==> src/rtl/serial_mag_comparator.sv <==
// Bit-serial magnitude comparator: operands arrive MSB first, one pair per accepted
// transfer; the first differing pair decides the relation, the rest are still consumed.
module serial_mag_comparator #(
    parameter int WIDTH = 8
) (
    input  logic clk,
    input  logic rst,
    input  logic start,
    input  logic bit_valid,
    input  logic a,
    input  logic b,
    output logic bit_ready,
    output logic busy,
    output logic done,
    output logic lt,
    output logic gt,
    output logic eq
);

    localparam int CW = $clog2(WIDTH + 1);
    localparam logic [CW-1:0] LAST = CW'(WIDTH - 1);

    localparam logic [1:0] S_IDLE = 2'd0;
    localparam logic [1:0] S_CMP  = 2'd1;
    localparam logic [1:0] S_DONE = 2'd2;

    localparam logic [1:0] REL_EQ = 2'd0;
    localparam logic [1:0] REL_LT = 2'd1;
    localparam logic [1:0] REL_GT = 2'd2;

    logic [1:0]    state_q, state_d;
    logic [1:0]    rel_q, rel_d;
    logic [CW-1:0] cnt_q, cnt_d;
    logic          dec_q, dec_d;
    logic          lt_q, lt_d;
    logic          gt_q, gt_d;
    logic          eq_q, eq_d;

    always_comb begin
        state_d = state_q;
        rel_d   = rel_q;
        cnt_d   = cnt_q;
        dec_d   = dec_q;
        lt_d    = lt_q;
        gt_d    = gt_q;
        eq_d    = eq_q;
        case (state_q)
            S_IDLE: begin
                // A bit pair presented alongside start is deliberately not consumed.
                if (start) begin
                    state_d = S_CMP;
                    cnt_d   = '0;
                    dec_d   = 1'b0;
                    rel_d   = REL_EQ;
                end
            end
            S_CMP: begin
                if (bit_valid) begin
                    cnt_d = cnt_q + CW'(1);
                    if (!dec_q && (a != b)) begin
                        dec_d = 1'b1;
                        rel_d = a ? REL_GT : REL_LT;
                    end
                    // Result uses rel_d so a decision on the final bit is captured.
                    if (cnt_q == LAST) begin
                        state_d = S_DONE;
                        lt_d    = (rel_d == REL_LT);
                        gt_d    = (rel_d == REL_GT);
                        eq_d    = (rel_d == REL_EQ);
                    end
                end
            end
            S_DONE:  state_d = S_IDLE;
            default: state_d = S_IDLE;
        endcase
    end

    always_ff @(posedge clk) begin
        if (rst) begin
            state_q <= S_IDLE;
            rel_q   <= REL_EQ;
            cnt_q   <= '0;
            dec_q   <= 1'b0;
            lt_q    <= 1'b0;
            gt_q    <= 1'b0;
            eq_q    <= 1'b0;
        end else begin
            state_q <= state_d;
            rel_q   <= rel_d;
            cnt_q   <= cnt_d;
            dec_q   <= dec_d;
            lt_q    <= lt_d;
            gt_q    <= gt_d;
            eq_q    <= eq_d;
        end
    end

    assign busy      = (state_q == S_CMP);
    assign bit_ready = (state_q == S_CMP);
    assign done      = (state_q == S_DONE);
    assign lt        = lt_q;
    assign gt        = gt_q;
    assign eq        = eq_q;

endmodule

==> config.mk <==
export PLATFORM = sky130hd
export DESIGN_NAME = serial_mag_comparator
export DESIGN_NICKNAME = d
export VERILOG_FILES = /design/src/rtl/serial_mag_comparator.sv
export SDC_FILE = /design/constraint.sdc
export NUM_CORES = 1
export LEC_CHECK = 0
export ABC_AREA = 1
export BUFFER_PORTS_ARGS = -buffer_cell sky130_fd_sc_hd__buf_2
export CAP_MARGIN = 20
export CORE_UTILIZATION = 45
export CTS_CLUSTER_DIAMETER = 120
export DETAILED_ROUTE_END_ITERATION = 8
export PLACE_DENSITY_LB_ADDON = 0.3
export REMOVE_ABC_BUFFERS = 1
export SLEW_MARGIN = 20
export SYNTH_ARGS = -nofsm -noshare
export SYNTH_HDL_FRONTEND = slang
export SYNTH_SLANG_ARGS = --single-unit
==> constraint.sdc <==
create_clock -name clk -period 1.25 [get_ports clk]
set_input_delay 0.0625 -clock clk [delete_from_list [all_inputs] [get_ports clk]]
set_output_delay 0.0625 -clock clk [all_outputs]
set_load 0.05 [all_outputs]
==> impl_metrics.env <==
export IMPL_status="finished clean"
export IMPL_cts_hold_buf=0
export IMPL_clkSlewWorstSetupHoldPaths_ns=0.08
export IMPL_synth_seq_cells=12
export IMPL_start_util=0.508
export IMPL_globalplace_congestion=0.710
export IMPL_layout_nets=112
export IMPL_yosys_area_top_type_share=0.409
export IMPL_io_buffers=11
export IMPL_cp_start_kind="flop"
export IMPL_grt_use_total=0.194
export IMPL_dr_pass1_iters=5
export IMPL_fin_area_um2=742
export IMPL_required_ns=1.19
export IMPL_fmax_ghz=0.838
export IMPL_placed_area_um2=663
export IMPL_critPathKind="flop to output pin"
export IMPL_seq_area_frac_synth=0.409
export IMPL_first_global_vias=488
export IMPL_n_antenna_cell=0
export IMPL_post_route_util=0.642
export IMPL_crit_start="state_q[0]$_SDFFE_PP0P_"
export IMPL_htreeDepth=1
export IMPL_final_cell_mix="nand2_1, nor2_1, inv_1"
export IMPL_register_area_um2=243
export IMPL_min_delay_start="rst"
export IMPL_period_share=0.955
export IMPL_syn_inst=87
export IMPL_fillers=117
export IMPL_skew_ns=0.00993
export IMPL_die_w_um=38.1
export IMPL_final_common_cell="nand2_1"
export IMPL_yosysWarnings=0
export IMPL_worst_ep_arrival_time_ns=1.13
export IMPL_worst_slew_margin_rel=0.833
export IMPL_numCtsBuffers=3
export IMPL_cp_end_kind="output pin"
export IMPL_drv_cap=0
export IMPL_hold_ws_ns=0.0460
export IMPL_grt_pass1_wl_um=1880
export IMPL_slew_viol_final=0
export IMPL_r2r_start="cnt_q[1]$_SDFFE_PP0P_"
export IMPL_core_mm2=0.00116
export IMPL_multi_input_comb_area_um2=299
export IMPL_p_per_area_mw_per_mm2=1150
export IMPL_wl_per_cell_um=9.94
export IMPL_place_hpwl_um=890
export IMPL_final_antenna_net_count=0
export IMPL_antenna_found_initial=0
export IMPL_route_detailed_drc=0
export IMPL_p_leak_nw=0.347
export IMPL_power_total_w=0.000852
export IMPL_peakVddDrop_uv=908
export IMPL_die_area_mm2=0.00145
export IMPL_tightest_slew_ns=0.252
export IMPL_clk_path_buf_depth=2
export IMPL_insertion_delay_ns=0.27
export IMPL_cts_root_buf="clkbuf_4"
export IMPL_first_iter_violations=10
export IMPL_syn_area_um2=587
export IMPL_fin_crit_ns=1.19
export IMPL_rows=12
export IMPL_hold_violations=0
export IMPL_syn_to_final_growth_pct=26.4
export IMPL_ios=12
export IMPL_setup_viol_count_final=0
export IMPL_yosysTopAreaCell="dfxtp_1"
export IMPL_r2r_setup_slack_ns=0.07
export IMPL_cts_tree="done"
export IMPL_vias=572
export IMPL_crit_fanout=5
export IMPL_postRouteWirelength_um=1170
export IMPL_final_layout_size_suffix_gt1_frac=0.298
export IMPL_via_per_inst=4.85
export IMPL_synth_cell_types=15
export IMPL_gr_total_overflow=0
export IMPL_cts_sinks=12
export IMPL_syn_avg_cell_area_um2=6.74
export IMPL_rsz0062_at_grt="yes"
export IMPL_grt_max_degree=9
export IMPL_die_h_um=38.1
export IMPL_hold_class="primary input to flop"
export IMPL_yosys_top_cells_area="dfxtp_1, nand2_1, nor2_1"
## report_power, final
part           switching [W]  total (W)  internal (W)
clock network       0.000132   0.000308      0.000177
logic              0.0000897   0.000137     0.0000474
registers         0.00000981   0.000406      0.000397
## cell families (layout without fill, tap and decap cells)
group | count (synthesis) | in the layout | synth area share
compound gates | 13 | 13 | 0.111
fa+ha+maj | 1 | 1 | 0.0213
buf+inv | 17 | 34 | 0.115
flops | 12 | 12 | 0.409
simple gates | 44 | 44 | 0.343
## registers in the layout, summed over array words and instances (netlist names)
register and count:
cnt_q 4, dec_q 1, eq 1, gt 1, lt 1, rel_q 2
state_q 2
## timing repair
| action | CTS | global route |
|---|---|---|
| pin swaps | 1 | 1 |
| setup buffers | 0 | 2 |
| endpoints found under the setup margin | 3 | 8 |
| resized for setup | 1 | 11 |
## synthesized netlist by cell type
cell and count:
inv_2 3, dfxtp_1 12, nor2_4 2, o21ai_0 4, nand4_1 2, nor2_1 15
ha_1 1, nand3_1 5, nand2_4 1, inv_1 12, a21oi_1 9, buf_4 1
nand2_1 17, nor3_1 2, clkbuf_1 1
## worst paths after layout
path | depth (start not counted) | to
min reg2reg | 2 | gt$_SDFFE_PP0P_
min | 2 | rel_q[1]$_SDFFE_PP0P_
max reg2reg | 8 | lt$_SDFFE_PP0P_
max | 4 | busy
## cell type report
class | instances | area share
multi-input combinational | 58 | 0.403
clock buffer | 4 | 0.0489
tap | 14 | 0.0236
inverter | 15 | 0.0759
sequential | 12 | 0.327
timing repair buffer | 15 | 0.121
## per-stage QoR
stage / instances / setup slack (ns) / setup TNS [ns]
after floorplan: 85 / -0.277 / -2.47
after global placement: 112 / 0.0443 / 0
after detailed placement: 112 / -0.00733 / -0.00733
after CTS: 116 / -0.0258 / -0.0510
after global routing: 118 / -0.0396 / -0.0715
final: 118 / 0.0563 / 0
## routing by layer
metal,GRT usage,share of wire,up-vias
li1,-,-,307
met1,0.221,0.48,254
met2,0.309,0.48,9
met3,0.0523,0.032,2
met4,0.134,0.0085,0
met5,0,0,-
## worst max-delay path, stage by stage (launching register included)
cell and delay [ns]:
dfxtp_1 0.35, inv_2 0.05, nor2_4 0.11, buf_4 0.15
buf_4 0.19
No activity file was read; power rests on OpenSTA's default activity.
